`src/rtl/pc_sequencer_if.sv`:
```
// Bundle of sequencer control inputs and pipeline-front outputs.
// The master drives PC/hazard/stall inputs and the slave (sequencer) drives controls.
interface pc_sequencer_if #(
   parameter int ADDR_W = 32,
   parameter int CNT_W  = 16
);
   logic              start_i;
   logic [ADDR_W-1:0] pc_i;
   logic              branch_taken_i;
   logic [ADDR_W-1:0] branch_target_i;
   logic              jump_i;
   logic [ADDR_W-1:0] jump_target_i;
   logic              idex_memread_i;
   logic [4:0]        idex_rt_i;
   logic [4:0]        ifid_rs_i;
   logic [4:0]        ifid_rt_i;
   logic              mem_stall_i;
   logic [ADDR_W-1:0] pc_next_o;
   logic              pc_write_o;
   logic              ifid_write_o;
   logic              ifid_flush_o;
   logic              idex_bubble_o;
   logic [1:0]        state_o;
   logic [CNT_W-1:0]  stall_cnt_o;

   modport master (
      output start_i, pc_i, branch_taken_i, branch_target_i, jump_i, jump_target_i,
             idex_memread_i, idex_rt_i, ifid_rs_i, ifid_rt_i, mem_stall_i,
      input  pc_next_o, pc_write_o, ifid_write_o, ifid_flush_o, idex_bubble_o,
             state_o, stall_cnt_o
   );

   modport slave (
      input  start_i, pc_i, branch_taken_i, branch_target_i, jump_i, jump_target_i,
             idex_memread_i, idex_rt_i, ifid_rs_i, ifid_rt_i, mem_stall_i,
      output pc_next_o, pc_write_o, ifid_write_o, ifid_flush_o, idex_bubble_o,
             state_o, stall_cnt_o
   );
endinterface

```
`src/rtl/pc_sequencer.sv`:
```
// Next-PC selection and IF/ID/EX front-end hold/flush/bubble control with a
// saturating stall-cycle counter for performance debug.
//
// state | meaning
// IDLE  | core halted, PC frozen at RESET_PC
// RUN   | normal fetch; detects mem stall and load-use hazard
// HAZ   | one cycle after a load-use bubble; hazard detect masked
// MEM   | frozen until data memory releases the pipeline
module pc_sequencer #(
   parameter int                ADDR_W   = 32,
   parameter logic [ADDR_W-1:0] RESET_PC = '0,
   parameter int                CNT_W    = 16
) (
   input  logic          clk_i,
   input  logic          rst_i,
   pc_sequencer_if.slave bus
);
   typedef enum logic [1:0] {
      S_IDLE = 2'd0,
      S_RUN  = 2'd1,
      S_HAZ  = 2'd2,
      S_MEM  = 2'd3
   } state_t;

   state_t            r_state;
   state_t            w_state_nxt;
   logic [CNT_W-1:0]  r_stall_cnt;
   logic [ADDR_W-1:0] w_pc_seq;
   logic [ADDR_W-1:0] w_pc_next;
   logic              w_pc_write;
   logic              w_ifid_write;
   logic              w_flush;
   logic              w_bubble;
   logic              w_load_use;
   logic              w_stall_inc;

   assign w_pc_seq   = bus.pc_i + ADDR_W'(4);
   assign w_load_use = (r_state == S_RUN) && bus.idex_memread_i && (bus.idex_rt_i != 5'd0) &&
                       ((bus.idex_rt_i == bus.ifid_rs_i) || (bus.idex_rt_i == bus.ifid_rt_i));

   always_ff @(posedge clk_i or negedge rst_i) begin
      if (!rst_i) r_state <= S_IDLE;
      else        r_state <= w_state_nxt;
   end

   always_comb begin
      w_state_nxt  = r_state;
      w_pc_next    = w_pc_seq;
      w_pc_write   = 1'b0;
      w_ifid_write = 1'b0;
      w_flush      = 1'b0;
      w_bubble     = 1'b0;
      w_stall_inc  = 1'b0;
      case (r_state)
         S_IDLE: begin
            w_pc_next = RESET_PC;
            if (bus.start_i) w_state_nxt = S_RUN;
         end
         S_RUN, S_HAZ: begin
            w_stall_inc = (r_state == S_HAZ);
            if (bus.mem_stall_i) begin
               w_stall_inc = 1'b1;
            end else if (w_load_use) begin
               w_bubble    = 1'b1;
               w_stall_inc = 1'b1;
            end else if (bus.jump_i) begin
               w_pc_next  = bus.jump_target_i;
               w_pc_write = 1'b1;
               w_flush    = 1'b1;
            end else if (bus.branch_taken_i) begin
               w_pc_next  = bus.branch_target_i;
               w_pc_write = 1'b1;
               w_flush    = 1'b1;
            end else begin
               w_pc_write   = 1'b1;
               w_ifid_write = 1'b1;
            end
            // A halt request wins over entering HAZ; the bubble still goes out this cycle.
            if (bus.mem_stall_i)  w_state_nxt = S_MEM;
            else if (!bus.start_i) w_state_nxt = S_IDLE;
            else if (w_load_use)   w_state_nxt = S_HAZ;
            else                   w_state_nxt = S_RUN;
         end
         S_MEM: begin
            w_stall_inc = 1'b1;
            if (!bus.mem_stall_i) w_state_nxt = bus.start_i ? S_RUN : S_IDLE;
         end
         default: w_state_nxt = S_IDLE;
      endcase
   end

   always_ff @(posedge clk_i or negedge rst_i) begin
      if (!rst_i)
         r_stall_cnt <= '0;
      else if ((r_state == S_IDLE) && bus.start_i)
         r_stall_cnt <= '0;
      else if (w_stall_inc && !(&r_stall_cnt))
         r_stall_cnt <= r_stall_cnt + CNT_W'(1);
   end

   assign bus.pc_next_o     = w_pc_next;
   assign bus.pc_write_o    = w_pc_write;
   assign bus.ifid_write_o  = w_ifid_write;
   assign bus.ifid_flush_o  = w_flush;
   assign bus.idex_bubble_o = w_bubble;
   assign bus.state_o       = r_state;
   assign bus.stall_cnt_o   = r_stall_cnt;
endmodule

```
`src/flat_wrapper.sv`:
```
// flat-port wrapper written by rule: the top's interface ports become plain ports
module pc_sequencer_flat 
#(
   parameter int                ADDR_W   = 32,
   parameter logic [ADDR_W-1:0] RESET_PC = '0,
   parameter int                CNT_W    = 16
)
  (clk_i, rst_i, bus_start_i, bus_pc_i, bus_branch_taken_i, bus_branch_target_i, bus_jump_i, bus_jump_target_i, bus_idex_memread_i, bus_idex_rt_i, bus_ifid_rs_i, bus_ifid_rt_i, bus_mem_stall_i, bus_pc_next_o, bus_pc_write_o, bus_ifid_write_o, bus_ifid_flush_o, bus_idex_bubble_o, bus_state_o, bus_stall_cnt_o);
  pc_sequencer_if #(.ADDR_W(ADDR_W), .CNT_W(CNT_W)) bus_i ();
  input  logic clk_i;
  input  logic rst_i;
  input wire logic [$bits(bus_i.start_i)-1:0] bus_start_i;
  input wire logic [$bits(bus_i.pc_i)-1:0] bus_pc_i;
  input wire logic [$bits(bus_i.branch_taken_i)-1:0] bus_branch_taken_i;
  input wire logic [$bits(bus_i.branch_target_i)-1:0] bus_branch_target_i;
  input wire logic [$bits(bus_i.jump_i)-1:0] bus_jump_i;
  input wire logic [$bits(bus_i.jump_target_i)-1:0] bus_jump_target_i;
  input wire logic [$bits(bus_i.idex_memread_i)-1:0] bus_idex_memread_i;
  input wire logic [$bits(bus_i.idex_rt_i)-1:0] bus_idex_rt_i;
  input wire logic [$bits(bus_i.ifid_rs_i)-1:0] bus_ifid_rs_i;
  input wire logic [$bits(bus_i.ifid_rt_i)-1:0] bus_ifid_rt_i;
  input wire logic [$bits(bus_i.mem_stall_i)-1:0] bus_mem_stall_i;
  output wire logic [$bits(bus_i.pc_next_o)-1:0] bus_pc_next_o;
  output wire logic [$bits(bus_i.pc_write_o)-1:0] bus_pc_write_o;
  output wire logic [$bits(bus_i.ifid_write_o)-1:0] bus_ifid_write_o;
  output wire logic [$bits(bus_i.ifid_flush_o)-1:0] bus_ifid_flush_o;
  output wire logic [$bits(bus_i.idex_bubble_o)-1:0] bus_idex_bubble_o;
  output wire logic [$bits(bus_i.state_o)-1:0] bus_state_o;
  output wire logic [$bits(bus_i.stall_cnt_o)-1:0] bus_stall_cnt_o;
  assign bus_i.start_i = bus_start_i;
  assign bus_i.pc_i = bus_pc_i;
  assign bus_i.branch_taken_i = bus_branch_taken_i;
  assign bus_i.branch_target_i = bus_branch_target_i;
  assign bus_i.jump_i = bus_jump_i;
  assign bus_i.jump_target_i = bus_jump_target_i;
  assign bus_i.idex_memread_i = bus_idex_memread_i;
  assign bus_i.idex_rt_i = bus_idex_rt_i;
  assign bus_i.ifid_rs_i = bus_ifid_rs_i;
  assign bus_i.ifid_rt_i = bus_ifid_rt_i;
  assign bus_i.mem_stall_i = bus_mem_stall_i;
  assign bus_pc_next_o = bus_i.pc_next_o;
  assign bus_pc_write_o = bus_i.pc_write_o;
  assign bus_ifid_write_o = bus_i.ifid_write_o;
  assign bus_ifid_flush_o = bus_i.ifid_flush_o;
  assign bus_idex_bubble_o = bus_i.idex_bubble_o;
  assign bus_state_o = bus_i.state_o;
  assign bus_stall_cnt_o = bus_i.stall_cnt_o;
  pc_sequencer #(.ADDR_W(ADDR_W), .RESET_PC(RESET_PC), .CNT_W(CNT_W)) u_core (.clk_i(clk_i), .rst_i(rst_i), .bus(bus_i));
endmodule
```
`config.mk`:
```
export PLATFORM = sky130hd
export DESIGN_NAME = pc_sequencer_flat
export DESIGN_NICKNAME = d
export VERILOG_FILES = /design/src/rtl/pc_sequencer_if.sv /design/src/rtl/pc_sequencer.sv /design/src/flat_wrapper.sv
export SDC_FILE = /design/constraint.sdc
export NUM_CORES = 1
export LEC_CHECK = 0
export CAP_MARGIN = 20
export CORE_ASPECT_RATIO = 1.2
export CORE_MARGIN = 1
export CORE_UTILIZATION = 34
export DETAILED_ROUTE_END_ITERATION = 10
export HOLD_SLACK_MARGIN = 0.15
export PLACE_DENSITY = 0.85
export SETUP_SLACK_MARGIN = 0.4
export SLEW_MARGIN = 30
export SYNTH_ARGS = -nofsm -noshare
export SYNTH_HDL_FRONTEND = slang
export SYNTH_SLANG_ARGS = --single-unit
```
`constraint.sdc`:
```
create_clock -name clk_i -period 4.31 [get_ports clk_i]
set_clock_uncertainty 0.05 [all_clocks]
set_input_delay 1.293 -clock clk_i [delete_from_list [all_inputs] [get_ports clk_i]]
set_output_delay 1.293 -clock clk_i [all_outputs]
set_load 0.05 [all_outputs]
```
# Yosys cells after proc, flatten, opt, wreduce, memory -nomap -nowiden
# Index checks and enable logic that the tools add are counted.
[word_totals] input_bits=118 ff_bits=18 out_inout_bits=54 elab_cells=57
[op_classes] add_sub_neg=2 reduce_logical=13 eq_ne=7 muxes=33
[op_table] cell="32-bit 2-to-1 mux" n=4
[op_table] cell="32-bit case mux with 2 select lines" n=1
[op_table] cell="32-bit by 3-bit adder with 32-bit output (second input constant)" n=1
[op_table] cell="16-bit 2-to-1 mux" n=2
[op_table] cell="1-bit 2-to-1 mux" n=19
[op_table] cell="16-bit by 1-bit adder with 16-bit output (second input constant)" n=1
[op_table] cell="16-bit AND reduction" n=1
[op_table] cell="5-bit equality test" n=2
[op_table] cell="2-bit 2-to-1 mux" n=5
[op_table] cell="2-bit case mux with 3 select lines" n=1
[op_table] cell="1-bit logical AND" n=5
[op_table] cell="5-bit nonzero test" n=1
[op_table] cell="2-bit equality test (second input constant)" n=2
[op_table] cell="2-bit != test (second input constant)" n=2
[op_table] cell="2-bit by 1-bit equality test with 1-bit output (second input constant)" n=1
[op_table] cell="2-bit zero test" n=1
[op_table] cell="1-bit case mux with 2 select lines" n=1
[op_table] cell="2-bit AND reduction" n=1
[op_table] cell="2-bit nonzero test" n=1
[op_table] cell="2-bit OR reduction" n=1
[op_table] cell="1-bit zero test" n=1
[op_table] cell="1-bit logical OR" n=1

# Longest topological paths before layout
[logic_depth] word_depth=10 ltp_mapped=9 ltp_nobuf=7

# Worst setup path before layout
# Ideal clock, no wire load.
[synth_timing] path_type="input to output" startpoint="in bus_idex_rt_i[0]" endpoint="out bus_pc_next_o[4]" path_slack_ps=-1179 stages=4 t_arrival_ps=4146 t_required_ps=2967 n_path_buf=0 path_cell_list="or4_1 o211ai_2 o21ai_0 o311ai_0"
[synth_between] elab_chain_len=6 elab_cells_between_ends=9 classes_between="eq/ne (2); mux (3); reduce/logical (4)"
[synth_lines] element="from (decl)" line_no="flat_wrapper.sv:19" rtl="input wire logic [$bits(bus_i.idex_rt_i)-1:0] bus_idex_rt_i;"
[synth_lines] element="5-bit equality test / 5-bit nonzero test (equally long branches)" line_no="pc_sequencer.sv:39, pc_sequencer.sv:38"
[synth_lines] element="1-bit logical OR / 1-bit logical AND (equally long branches)" line_no="pc_sequencer.sv:39, pc_sequencer.sv:38"
[synth_lines] element="1-bit logical AND *" line_no="pc_sequencer.sv:38" rtl="assign w_load_use = (r_state == S_RUN) && bus.idex_memread_i && (bus.idex_rt_i != 5'd0) &&"
[synth_lines] element="32-bit 2-to-1 mux *" line_no="pc_sequencer.sv:63" rtl="end else if (w_load_use) begin"
[synth_lines] element="32-bit 2-to-1 mux *" line_no="pc_sequencer.sv:61" rtl="if (bus.mem_stall_i) begin"
[synth_lines] element="32-bit case mux with 2 select lines *" line_no="pc_sequencer.sv:54" rtl="case (r_state)"
[synth_lines] element="to (decl)" line_no="flat_wrapper.sv:23" rtl="output wire logic [$bits(bus_i.pc_next_o)-1:0] bus_pc_next_o;"
# Mark *: on every way between the ends. The rest lies on a longest branch, timed or not.

# Worst setup path in the final report
[layout_timing] startpoint="in bus_idex_rt_i[2]" endpoint="out bus_pc_next_o[20]"
# Same word-level chain as after synthesis.

==> flow_summary_export.csv <==
group,metric,value,unit
die,die_area,8350,um^2
clock_tree,htreeDepth,1,
pwr,power_density,563,nW/um^2
global_routing,grt_overflow,0,
clock_tree,clk_pin_slew,0.06,ns
die,die-height,99.9,um
yosys,async_flop_share,100,%
final_layout,antenna_cells,0,
clock_tree,clock_sinks,18,
yosys,synth.distinct_cells,55,
route,drtIter0Drc,544,
flow_run,drv_cap,0,
yosys,avgSynthCellArea,7.34,um^2
yosys,synth-adder-area-share,3.69,%
final_layout,syn2layout_area_growth,137,%
route,first_pass_iters,7,
hold_path,hp-class,"reg -> reg",
route,wirelength,20400,um
final_layout,layout-drive-gt1-share,42.4,%
yosys,synth-simple-area-share,24.1,%
global_routing,grt.total_usage,38.5,%
setup_path,cp_max_fo,8,
global_routing,grt_pass1_vias,4617,
route,wl_per_cell,28.6,um
setup_path,crit_path_end_kind,"primary output",
setup_path,startpoint_type,"input pin",
route,vias,4878,
pwr,internal-power,1660,uW
yosys,synth_edf_count,0,
pwr,vdd_ir_drop_max,0.553,mV
die,core-area,7710,um^2
sta,rsz0062_at_grt,"yes",
route,ant_nets,0,
sta,worst_slew_pin_slew,1.01,ns
clock_tree,clkLatencyLatePin,0.26,ns
die,die_w,83.6,um
sta,setup_violations,36,
place,dp_hpwl,10400,um
setup_path,crit_type,"in -> out",
global_routing,use_met3,9.13,%
sta,period_share,113,%
yosys,synthFlopType,"dfrtp_1",
die,io_pins,172,
yosys,yosys_warnings,0,
pwr,pwr-share-comb,90.7,%
pwr,p_sw_share,54.2,%
sta,hold_viol_final,0,
yosys,yosys.area_share.xor_xnor,12.6,%
sta,slew_headroom,32.7,%
yosys,yosysTopAreaCell,"dfrtp_1",
yosys,ys_top_cells_by_area,"dfrtp_1 17%, o22ai_1 9.2%, xnor2_1 8.7%",
yosys,syn-instance-count,370,
clock_tree,clockRootBuffer,"clkbuf_8",
yosys,syn-cell-area,2720,um^2
yosys,ys_seq_area_share,16.6,%
sta,period_minus_slack,4.87,ns
die,start_util,35.2,%
route,viasPerCell,6.85,
pwr,power.total,3620,uW
yosys,synth_compound_area_share,34.7,%
global_routing,grt_max_degree,28,
pwr,p_seq_share,6.0,%
place,gp_congestion,0.916,
yosys,yosys.cell_count.top_type,"nand2_1",
die,fp-row-count,35,
sta,setup_slack,-0.556,ns
global_routing,met2_usage,68.4,%
status,outcome,"finished with violations",
yosys,synth_top_family_by_area,"compound AO/OA/AOI/OAI gates",
pwr,p_sw,1970,uW
place,io_buffers,171,
setup_path,cp_data_arrival_time,3.52,ns
route,drc,0,
final_layout,nFillCells,363,
pwr,clockPowerShare,3.3,%
place,dp_slack,-0.763,ns
clock_tree,clk_path_buf_depth,2,
global_routing,grtUsageMet1,41.4,%
global_routing,grt_pass1_wl,25500,um
clock_tree,cts_buffers,3,
pwr,p_leak,0.00255,uW
yosys,syn-num-nets,496,
setup_path,critPathRequiredTime,2.97,ns
global_routing,antenna_found_initial,0,
yosys,synthMuxAreaShare,0.783,%
status,violations,"setup timing",
sta,fmax,0.206,GHz
yosys,netlist_top_cells_count,"42 x nand2_1, 40 x o22ai_1, 35 x a21oi_1, 27 x xnor2_1, 18 x dfrtp_1",
yosys,synth-seq-cells,18,
clock_tree,cts_tree,"yes",
final_layout,nets,748,
yosys,yosys.area.top_type_share,16.6,%
sta,drv_slew,0,
global_routing,grt_most_used_layer,"met2",
## repair_timing
| item | in CTS | in global routing |
|---|---|---|
| hold endpoints to repair | 0 | 0 |
| gates cloned | 1 | 0 |
| hold buffers | 0 | 0 |
| endpoints found under the setup margin | 36 | 36 |
| buffers inserted | 17 | 7 |
| gates resized for setup | 132 | 47 |
| pin swaps | 36 | 22 |
## layer usage
| layer | up-vias | share of wire [%] | wire length (um) |
|---|---|---|---|
| met2 | 534 | 44 | 8930 |
| met3 | 195 | 12 | 2500 |
| met1 | 2249 | 33 | 6790 |
| met4 | 0 | 10 | 2130 |
| li1 | 1900 | - | - |
| met5 | - | 0 | 0 |
## power groups by stage
stage,clock (uW),sequential (uW),combinational [uW]
after floorplan,0,282,1530
after global placement,0,218,2730
after detailed placement,0,220,2790
after CTS,117,217,3000
after global routing,124,221,3360
final,119,219,3290
## stage by stage
| stage | instance area (um^2) | util, % | setup TNS [ns] | hold WS [ns] | std cells |
|---|---|---|---|---|---|
| finish | 6440 | 83.6 | -14.02 | 0.533 | 712 |
| detailed placement | 5710 | 74.0 | -22.74 | 0.527 | 684 |
| CTS | 6200 | 80.5 | -9.94 | 0.540 | 705 |
| floorplan | 3090 | - | -5.69 | 0.728 | 370 |
| global placement | 5710 | 74.0 | -21.14 | 0.508 | 684 |
| global route | 6440 | 83.6 | -14.51 | 0.571 | 712 |
## placed cells by master, fill, tap and decap left out, types with 5 or more instances in the layout
cell type	instances
a21oi_1	22
a21oi_4	18
and3_1	9
buf_12	40
buf_2	10
buf_4	77
buf_6	17
clkdlybuf4s50_1	105
dfrtp_1	18
dlygate4sd2_1	14
ha_1	6
inv_1	11
nand2_1	35
nand2_2	6
nand3_1	14
nand4_1	8
nor2_1	11
o21ai_0	11
o221ai_2	8
o22a_1	6
o22ai_1	19
o22ai_4	19
or3_1	9
xnor2_1	21
xor2_1	6
xor2_2	5
## worst max-delay path, stage by stage
cell	delay, ns
buf_6	0.10
or4_4	0.54
o211ai_4	0.22
inv_2	0.09
a2111oi_4	0.34
buf_6	0.24
buf_6	0.17
o22ai_4	0.12
a21oi_4	0.23
buf_12	0.17
## registers in the layout, summed over array words and instances, names as in the netlist
signal and flops:
u_core.bus.stall_cnt_o 16, u_core.bus.state_o 2
## cells by family after synthesis
logic type,after synthesis
AOI/OAI and AO/OA,138
and+or+nand+nor,129
xor gates and xnor gates,39
buffers and inverters,36
DFF,18
adders and majority gates,8
muxes,2
## final cells by class
type	count	area, um^2	share of cell area (%)
clock buffer	3	41.3	0.641
inverter	13	56.3	0.874
multi-input combinational	316	2920	45.3
sequential	18	450	6.99
tap	92	115	1.79
timing repair buffer	269	2850	44.3
timing repair inverter	1	11.3	0.175
## final timing paths
kind	startpoint	endpoint	slack (ns)	cells after the start
worst max register to register	u_core.bus.state_o[1]	u_core.bus.stall_cnt_o[8]	1.30	12
max in group asynchronous	rst_i	u_core.bus.stall_cnt_o[13]	2.22	1
worst max-delay path	bus_idex_rt_i[2]	bus_pc_next_o[20]	-0.56	10
worst min register to register	u_core.bus.stall_cnt_o[1]	u_core.bus.stall_cnt_o[1]	0.53	2
min in group asynchronous	rst_i	u_core.bus.stall_cnt_o[0]	1.47	1
worst min-delay path	u_core.bus.stall_cnt_o[1]	u_core.bus.stall_cnt_o[1]	0.53	2
Note: power is estimated with default switching activity, not from simulation.
